==> src/rtl/bitwise_logic_pipe_pkg.sv <==
// Shared op codes, occupancy states and default width for the bitwise logic pipe.
// Optional feature macro: BITWISE_ACC_EN (op 111 becomes ACC instead of PASSA).
package bitwise_logic_pipe_pkg;

  localparam int WIDTH_DEF = 32;

  typedef enum logic [2:0] {
    OP_AND   = 3'b000,
    OP_OR    = 3'b001,
    OP_XOR   = 3'b010,
    OP_NOR   = 3'b011,
    OP_XNOR  = 3'b100,
    OP_NAND  = 3'b101,
    OP_ANDN  = 3'b110,
    OP_PASSA = 3'b111
  } op_e;

  // ACC shares the PASSA code when the accumulator is built in
  localparam op_e OP_ACC = OP_PASSA;

  typedef enum logic [1:0] {
    ST_EMPTY = 2'd0,
    ST_ONE   = 2'd1,
    ST_TWO   = 2'd2
  } state_e;

endpackage

==> src/rtl/bitwise_op_core.sv <==
// Combinational bitwise op core: per-bit primitive gates plus the op select mux.
// Optional feature macro: BITWISE_ACC_EN (op 111 computes acc_clr ? a : acc ^ a).
module bitwise_op_core
  import bitwise_logic_pipe_pkg::*;
#(
  parameter int WIDTH = WIDTH_DEF
) (
  input  logic [2:0]       op,
  input  logic [WIDTH-1:0] a,
  input  logic [WIDTH-1:0] b,
`ifdef BITWISE_ACC_EN
  input  logic [WIDTH-1:0] acc,
  input  logic             acc_clr,
`endif
  output logic [WIDTH-1:0] y
);

  logic [WIDTH-1:0] and_v, or_v, xor_v, andn_v;

  for (genvar i = 0; i < WIDTH; i++) begin : g_bit
    assign and_v[i]  = a[i] & b[i];
    assign or_v[i]   = a[i] | b[i];
    assign xor_v[i]  = a[i] ^ b[i];
    assign andn_v[i] = a[i] & ~b[i];
  end

  always_comb begin
    y = '0;
    case (op_e'(op))
      OP_AND:   y = and_v;
      OP_OR:    y = or_v;
      OP_XOR:   y = xor_v;
      OP_NOR:   y = ~or_v;
      OP_XNOR:  y = ~xor_v;
      OP_NAND:  y = ~and_v;
      OP_ANDN:  y = andn_v;
`ifdef BITWISE_ACC_EN
      OP_ACC:   y = acc_clr ? a : (acc ^ a);
`else
      OP_PASSA: y = a;
`endif
      default:  y = '0;
    endcase
  end

endmodule

==> src/rtl/bitwise_logic_pipe.sv <==
// Registered bitwise logic unit with valid/ready on both sides and a 2-entry
// skid (out reg + skid reg). Optional feature macro: BITWISE_ACC_EN.
module bitwise_logic_pipe
  import bitwise_logic_pipe_pkg::*;
#(
  parameter int WIDTH = WIDTH_DEF
) (
  input  logic             clk,
  input  logic             reset,
  input  logic             in_valid,
  output logic             in_ready,
  input  logic [2:0]       op,
  input  logic [WIDTH-1:0] a,
  input  logic [WIDTH-1:0] b,
`ifdef BITWISE_ACC_EN
  input  logic             acc_clr,
`endif
  output logic             out_valid,
  input  logic             out_ready,
  output logic [WIDTH-1:0] y,
  output logic             y_zero
);

  state_e           state, state_nxt;
  logic             accept, rel;
  logic [WIDTH-1:0] res;
  logic             res_zero;
  logic [WIDTH-1:0] skid_y;
  logic             skid_zero;
  logic             load_new, load_skid, skid_we;

`ifdef BITWISE_ACC_EN
  logic [WIDTH-1:0] acc;
`endif

  bitwise_op_core #(.WIDTH(WIDTH)) u_core (
    .op      (op),
    .a       (a),
    .b       (b),
`ifdef BITWISE_ACC_EN
    .acc     (acc),
    .acc_clr (acc_clr),
`endif
    .y       (res)
  );

  assign res_zero  = (res == '0);
  assign accept    = in_valid & in_ready;
  assign out_valid = (state != ST_EMPTY);
  assign rel       = out_valid & out_ready;

  // out reg takes a new result when free or draining; skid drains first when full
  assign load_skid = (state == ST_TWO) & rel;
  assign load_new  = accept & ((state == ST_EMPTY) | rel);
  assign skid_we   = accept & (state == ST_ONE) & ~rel;

  always_ff @(posedge clk or posedge reset) begin
    if (reset) state <= ST_EMPTY;
    else       state <= state_nxt;
  end

  always_comb begin
    state_nxt = state;
    case (state)
      ST_EMPTY: if (accept) state_nxt = ST_ONE;
      ST_ONE: begin
        if (accept && !rel)      state_nxt = ST_TWO;
        else if (!accept && rel) state_nxt = ST_EMPTY;
      end
      ST_TWO:   if (rel) state_nxt = ST_ONE;
      default:  state_nxt = ST_EMPTY;
    endcase
  end

  // in_ready is a flop so it never depends combinationally on out_ready
  always_ff @(posedge clk or posedge reset) begin
    if (reset) in_ready <= 1'b1;
    else       in_ready <= (state_nxt != ST_TWO);
  end

  always_ff @(posedge clk or posedge reset) begin
    if (reset) begin
      y         <= '0;
      y_zero    <= 1'b1;
      skid_y    <= '0;
      skid_zero <= 1'b1;
    end else begin
      if (load_skid) begin
        y      <= skid_y;
        y_zero <= skid_zero;
      end else if (load_new) begin
        y      <= res;
        y_zero <= res_zero;
      end
      if (skid_we) begin
        skid_y    <= res;
        skid_zero <= res_zero;
      end
    end
  end

`ifdef BITWISE_ACC_EN
  always_ff @(posedge clk or posedge reset) begin
    if (reset)                              acc <= '0;
    else if (accept && op_e'(op) == OP_ACC) acc <= res;
  end
`endif

endmodule

==> config.mk <==
export PLATFORM = sky130hd
export DESIGN_NAME = bitwise_logic_pipe
export DESIGN_NICKNAME = d
export VERILOG_FILES = /design/src/rtl/bitwise_logic_pipe_pkg.sv /design/src/rtl/bitwise_op_core.sv /design/src/rtl/bitwise_logic_pipe.sv
export SDC_FILE = /design/constraint.sdc
export NUM_CORES = 1
export LEC_CHECK = 0
export ABC_CLOCK_PERIOD_IN_PS = 2800
export CAP_MARGIN = 10
export CELL_PAD_IN_SITES_DETAIL_PLACEMENT = 0
export CELL_PAD_IN_SITES_GLOBAL_PLACEMENT = 1
export CORE_ASPECT_RATIO = 0.75
export CORE_MARGIN = 5
export CORE_UTILIZATION = 24
export CTS_BUF_LIST = sky130_fd_sc_hd__clkbuf_8
export CTS_CLUSTER_SIZE = 20
export DETAILED_ROUTE_END_ITERATION = 8
export GPL_TIMING_DRIVEN = 0
export PLACE_DENSITY = 0.58
export SYNTH_ARGS = -nofsm -noshare
export SYNTH_HDL_FRONTEND = slang
export SYNTH_SLANG_ARGS = --single-unit
==> constraint.sdc <==
create_clock -name clk -period 2.8 [get_ports clk]
set_input_delay 0.42 -clock clk [delete_from_list [all_inputs] [get_ports clk]]
set_output_delay 0.42 -clock clk [all_outputs]
set_load 0.02 [all_outputs]
==> results of run 1 <==
==> metal layers <==
layer  up-vias  GRT usage [%]
met2       107          21.06
met4         0          2.005
met5         -              0
met3        13          2.962
li1       2868              -
met1      2676          21.10
==> placed cells by master (no fill, tap or decap), types with 5 or more instances in the layout <==
cell type,count
a21oi_1,30
ha_1,96
nand2_1,151
xnor2_1,22
a221oi_1,15
nor2_1,33
o21ai_0,70
clkbuf_1,20
buf_4,7
inv_1,80
clkdlybuf4s50_1,104
nor3_1,5
buf_2,13
clkbuf_8,9
nand2b_1,8
nor2b_1,5
buf_6,8
dfrtp_1,66
xor2_1,10
mux2_2,23
o22ai_1,24
mux2i_1,38
==> worst max path at each step <==
stage | to | slack [ns] | cells after the start
global route | y[25] | 0.02 | 8
global placement | y[21] | -0.77 | 7
CTS | skid_zero | 0.0006 | 8
floorplan | skid_y[0] | 0.65 | 1
finish | skid_zero | 0.22 | 9
detailed placement | y[21] | -0.78 | 7
==> cell families (layout without fill, tap and decap cells) <==
group | Yosys count | after routing | synth area share [%]
AND/OR/NAND/NOR | 221 | 221 | 14.27
adder cells (fa/ha/maj) | 96 | 96 | 18.52
multiplexers | 66 | 66 | 11.42
XOR/XNOR | 32 | 32 | 4.321
AO/OA/AOI/OAI | 168 | 168 | 15.57
buffers and inverters | 132 | 253 | 9.221
flip-flops | 69 | 69 | 26.68
==> cell type report <==
cell class	instances	area share, %
plain buffers	52	3.647
well taps	351	5.334
clock inverters	7	1.094
inverters	80	3.677
flip-flops and latches	69	21.02
multi-input cells	583	50.75
clock buffers	9	1.504
repair buffers	105	12.98
==> stage by stage <==
stage               instance area, um^2  TNS, ns
global route                       8234        0
floorplan                          6486        0
CTS                                8218        0
global placement                   7966   -53.94
finish                             8234        0
detailed placement                 7996   -4.887
==> power by group through the flow <==
stage          combinational [mW]  sequential (mW)  clock (mW)
2_1_floorplan                1.04             1.96           0
3_3_place_gp                 2.31             1.73           0
3_5_place_dp                 2.33             1.73           0
4_1_cts                      2.34             1.71       0.928
5_1_grt                      2.57             1.78       0.970
6_report                     2.31             1.71       0.905
==> flip-flops by register name, indices dropped and copies added (netlist names) <==
signal / count
skid_y: 32
y: 32
y_zero: 1
skid_zero: 1
state: 2
in_ready: 1
==> what timing repair did <==
item / in CTS / in global routing
setup endpoints to repair: 4 / 5
resized for setup: 2 / 5
setup buffers: 0 / 0
gates cloned: 0 / 0
==> summary.txt, run 1 <==
Detailed routing
  • Vias per cell: between 4 and 5
  • Final wirelength: 21300 um
  • Routed WL per cell: ~17 um
  • Highest metal used: met4
  • DRT met1 WL: 10960 um
  • DRT antenna net count: 0
  • Number of DRC markers in iteration 0: 358
  • Detailed Routing Iterations Pass 1: 5
  • Met3 WL post-DR: 974 um
  • WL met2: 9165 um
  • Drc violations: 0
  • Via count: 5664

Yosys
  • Count of flip-flops with a built-in enable after synthesis: 0
  • Syn Inst Count: 784
  • Synthesized cell area: 6486 um^2
  • Top post-synthesis cells by area: dfrtp_1 25%, ha_1 19%, nand2_1 8.7%, mux2i_1 5.9%, o21ai_0 5.4%
  • Yosys reg bits: 69
  • Synth Warn #: 0
  • Synth cell types: 47
  • Sequential element share of the synthesized area: around a quarter
  • Post-synth top cells: 151 x nand2_1, 96 x ha_1, 80 x inv_1
  • Most common cell in the synthesized netlist: nand2_1
  • Synth Flop Type: dfrtp_1
  • Synthesized area per cell: 8.273 um^2
  • Ys async rst share: 100.0%
  • Post-synth top area share: roughly a quarter
  • Top cell type by total area after synthesis: dfrtp_1
  • Syn Nets: around 950

Placed design
  • Placed cells: 1240
  • Gp weighted congestion: 0.7533
  • I/O Buffers: ~100
  • Dpl hpwl: 16870 um
  • Dpl ws: -0.7770 ns

Timing
  • Skew final: 0.01286 ns
  • Worst Max-Slew Pin Slew: between 0.8 and 0.9 ns
  • Min cycle time layout: 2.584 ns
  • Worst Hold Slack: 0.3719 ns
  • Fin worst setup slack: between 0.2 and 0.25 ns
  • Rel. slew slack: 45.50%
  • Fmax: around 0.39 GHz
  • Fin. Hold Viols: 0
  • Final Max Slew Viols: 0
  • Tcrit/Tclk final: 92.28%
  • RSZ-0062 raised after global routing: false
  • Final setup vio count: 0

Setup path
  • Worst Reg-to-Reg Cells: 7
  • Crit path launch type: input pin
  • Crit path required time: slightly above 3 ns
  • Crit end category: flop
  • CP cell instances: clkdlybuf4s50_1 > nor2b_1 > clkbuf_1 > clkbuf_2 > a32oi_1 > o221ai_1 > nor4_1 > nand4_1 > o21ai_1
  • Critical path class: input pin to flop
  • Slowest-stage cell, CP: clkdlybuf4s50_1
  • Crit Path Max Fanout: 10
  • Reg-to-Reg End: y[10]
  • Worst EP arrival: 2.87 ns
  • Worst R2R Setup Slack: 0.71 ns
  • RR Startpoint: in_ready
  • Slowest stage delay, CP: 0.56 ns
  • CP Buf/Inv Count: 3
  • Critical path launch point: op[2]
  • Cell family with most CP delay: buffers and inverters

Finish
  • Layout cells sized above 1: 9.282%
  • Reg area: 1730 um^2
  • Fin util: ~31%
  • Post-route insts no fill: 1256
  • Diode count: 0
  • Layout area overhead: 26.95%
  • Filler cells: 2880
  • Layout Nets: 1067
  • Multi-input gate area: 4179 um^2

Power
  • Pwr Density: 597.9 nW/um^2
  • Leak: 4.002 nW
  • Cell Int Power: 2.958 mW
  • Switching portion of total power: 39.93%
  • Clk pwr share: 18.4%
  • NetSw: 1.966 mW
  • Seq pwr share: roughly a third
  • Peak VDD IR: 394.6 uV
  • Total power draw: 4.923 mW
  • Comb power frac: between 40% and 50%

Floorplanning
  • Die Y: 152.4 um
  • Die width: 199.8 um
  • Initial core utilization: 24.20%
  • Die area: a little over 30000 um^2
  • Core region area: 26810 um^2
  • # rows: 52
  • I/O Pins: 106

Clocking
  • H-Tree Depth: 3
  • Clock Path Buffers: 2
  • CTS tree: done
  • Clock Tree Root: clkbuf_8
  • Clock Latency Late Sink: ~0.36 ns
  • Clk pin slew, worst setup/hold paths: roughly 0.080 ns
  • Inserted Clock Buffers: 9
  • Clock Sinks: 69
  • Post-CTS Hold Fix Bufs: 0

GRT
  • GRT Total Usage: between 10% and 20%
  • Vias in the first global route: 5674
  • Grt total ovfl: 0
  • Number of antenna violations at the first check in global routing: 0
  • First-pass GRT wire length: 33470 um
  • Largest net degree at the start of global routing: 51

Hold path
  • Hold crit path type: input pin to asynchronous set/reset pin

Status
  • Status: finished, final reports clean

Run
  • Max-cap violations: 0
Note: power is estimated with default switching activity, not from simulation.
==> run 2: changes to the inputs <==
ABC_CLOCK_PERIOD_IN_PS = 2750   (was 2800)
CORE_UTILIZATION = 42   (was 24)
PLACE_DENSITY = 0.89   (was 0.58)
clock period = 2.75 ns   (was 2.8 ns; I/O delays follow)
==> run 2 against run 1 <==
Register-to-register slack got worse by 0.06 ns. Sequential cell count unchanged. Critical path type unchanged. Hold slack improved by 0.10 ns. Sequential share of layout area increased by 0.68 points. Utilization increased by 22 points. Final cell count shrank 12%.
==> summary.txt, run 2 (synthesized netlist as in run 1, its figures left out) <==
Floorplanning
  • Die width: between 150 and 200 um
  • I/O Pins: 106
  • Die area: approximately 18000 um^2
  • Core region area: approximately 15000 um^2
  • Initial core utilization: 42.74%
  • # rows: 39
  • Die Y: ~120 um

Timing
  • Final setup TNS: 0 ns
  • RSZ-0062 raised after global routing: false
  • Tcrit/Tclk final: 95.50%
  • Rel. slew slack: 35.05%
  • Final Max Slew Viols: 0
  • Worst Hold Slack: 0.4740 ns
  • Fin. Hold Viols: 0
  • Fin worst setup slack: ~0.12 ns
  • Final setup vio count: 0
  • Min cycle time layout: 2.626 ns
  • Fmax: 0.3808 GHz
  • Worst Max-Slew Pin Slew: 0.9743 ns
  • Skew final: 0.008710 ns

Detailed routing
  • Final wirelength: 18100 um
  • Routed WL per cell: roughly 16 um
  • Drc violations: 0
  • DRT antenna net count: 0
  • Detailed Routing Iterations Pass 1: 5
  • Via count: 5742
  • Vias per cell: 5.187
  • Number of DRC markers in iteration 0: 547

GRT
  • Grt total ovfl: 0
  • Number of antenna violations at the first check in global routing: 0
  • Largest net degree at the start of global routing: 70
  • Vias in the first global route: 5531
  • First-pass GRT wire length: 29070 um
  • GRT Total Usage: 19.76%

Hold path
  • Hold Path End: skid_zero
  • Hold crit path type: flop to flop
  • Hold path startpoint: skid_zero
  • Hold Path Depth: 2

Finish
  • Layout Nets: 1066
  • Layout area overhead: 22.97%
  • Commonest non-fill, non-tap cell in the layout: nand2_1
  • Post-route insts no fill: 1107
  • Design area: between 7000 and 8000 um^2
  • Most frequent cells in the layout: 151 x nand2_1, 104 x clkdlybuf4s50_1, 96 x ha_1, 81 x inv_1, 70 x o21ai_0
  • Diode count: 0
  • Largest regs: skid_y (32), y (32), state (2)
  • Fin util: between 50 and 60%
  • Layout cells sized above 1: 8.869%

Clocking
  • Clk pin slew, worst setup/hold paths: 0.07 ns
  • Inserted Clock Buffers: 9
  • Clock Sinks: a little under 70
  • CTS tree: done
  • # Post-CTS Setup Buffers: 0
  • Post-CTS Hold Fix Bufs: 0
  • Clock Latency Late Sink: 0.34 ns
  • Clock Tree Root: clkbuf_8
  • H-Tree Depth: 3
  • Clock Path Buffers: 2

Setup path
  • CP cell instances: clkdlybuf4s50_1 > buf_6 > buf_6 > buf_4 > nand2_1 > nand2_1 > o22ai_1 > a221oi_1 > mux2i_1 > o21ai_0
  • Crit path launch type: input pin
  • Reg-to-Reg End: y[24]
  • Crit end category: flop
  • RR Startpoint: in_ready
  • Slowest-stage cell, CP: a221oi_1
  • Crit path required time: around 3.0 ns
  • Worst Reg-to-Reg Cells: 8
  • Critical path class: input pin to flop
  • Worst EP arrival: 2.88 ns
  • CP Buf/Inv Count: 4
  • Crit Path Max Fanout: 10
  • Worst R2R Setup Slack: 0.65 ns
  • Slowest stage delay, CP: around 0.8 ns
  • Cell family with most CP delay: buffers and inverters

Status
  • Status: finished, final reports clean

Power
  • Switching portion of total power: around two fifths
  • Peak VDD IR: 331.0 uV
  • Comb power frac: between 40% and 50%
  • Cell Int Power: approximately 2.9 mW
  • Total power draw: 4.764 mW
  • Pwr Density: around 600 nW/um^2
  • NetSw: 1.903 mW
  • Clk pwr share: 15.1%
  • Leak: 3.969 nW
  • Seq pwr share: 36.2%

Run
  • Max-cap violations: 0

Placed design
  • I/O Buffers: 104
  • Gp weighted congestion: between 0.8 and 0.9
  • Dpl hpwl: roughly 14000 um
  • Dpl ws: -0.6014 ns
  • Placed cells: about 1.1k
  • Area after DPL: 7786 um^2
run 2: final cells by class:
type	instances	area (um^2)
Clock buffer	11	151.4
Timing Repair Buffer	104	1041
Fill cell	1438	7199
Sequential cell	69	1730
Tap cell	205	256.5
Multi-Input combinational cell	583	4179
Inverter	80	302.8
Buffer	52	300.3
Clock inverter	3	15.01
run 2: worst max path at each step:
stage | start | to | cells past startpoint
floorplan | reset | skid_y[0] | 1
global placement | op[1] | y[21] | 7
detailed placement | op[1] | y[21] | 7
CTS | op[2] | skid_zero | 9
global route | a[22] | skid_zero | 8
finish | op[1] | y[17] | 10
run 2: power by group through the flow:
stage | Combinational, mW | Sequential (mW) | Clock [mW]
finish | 2.32 | 1.73 | 0.720
CTS | 2.33 | 1.73 | 0.731
global placement | 2.28 | 1.74 | 0
detailed placement | 2.32 | 1.75 | 0
global route | 2.56 | 1.78 | 0.772
floorplan | 1.06 | 2.00 | 0
run 2: worst min-delay path: stages, from the launching register on:
cell and delay [ns]:
dfstp_2 0.37, nand2_1 0.05, o21ai_1 0.05
run 2: repair_timing:
item                                    CTS  global route
hold endpoints to repair                  0             0
endpoints found under the setup margin    4             4
pin swaps                                 0             0
gates resized for setup                   1             7
run 2: layer usage:
| metal | track usage (%) | vias up | share of wire, % |
|---|---|---|---|
| met1 | 29.79 | 2713 | 50 |
| met4 | 2.537 | 0 | 0.49 |
| met2 | 29.90 | 163 | 43 |
| li1 | - | 2860 | - |
| met5 | 0 | - | 0 |
| met3 | 4.043 | 6 | 6.3 |
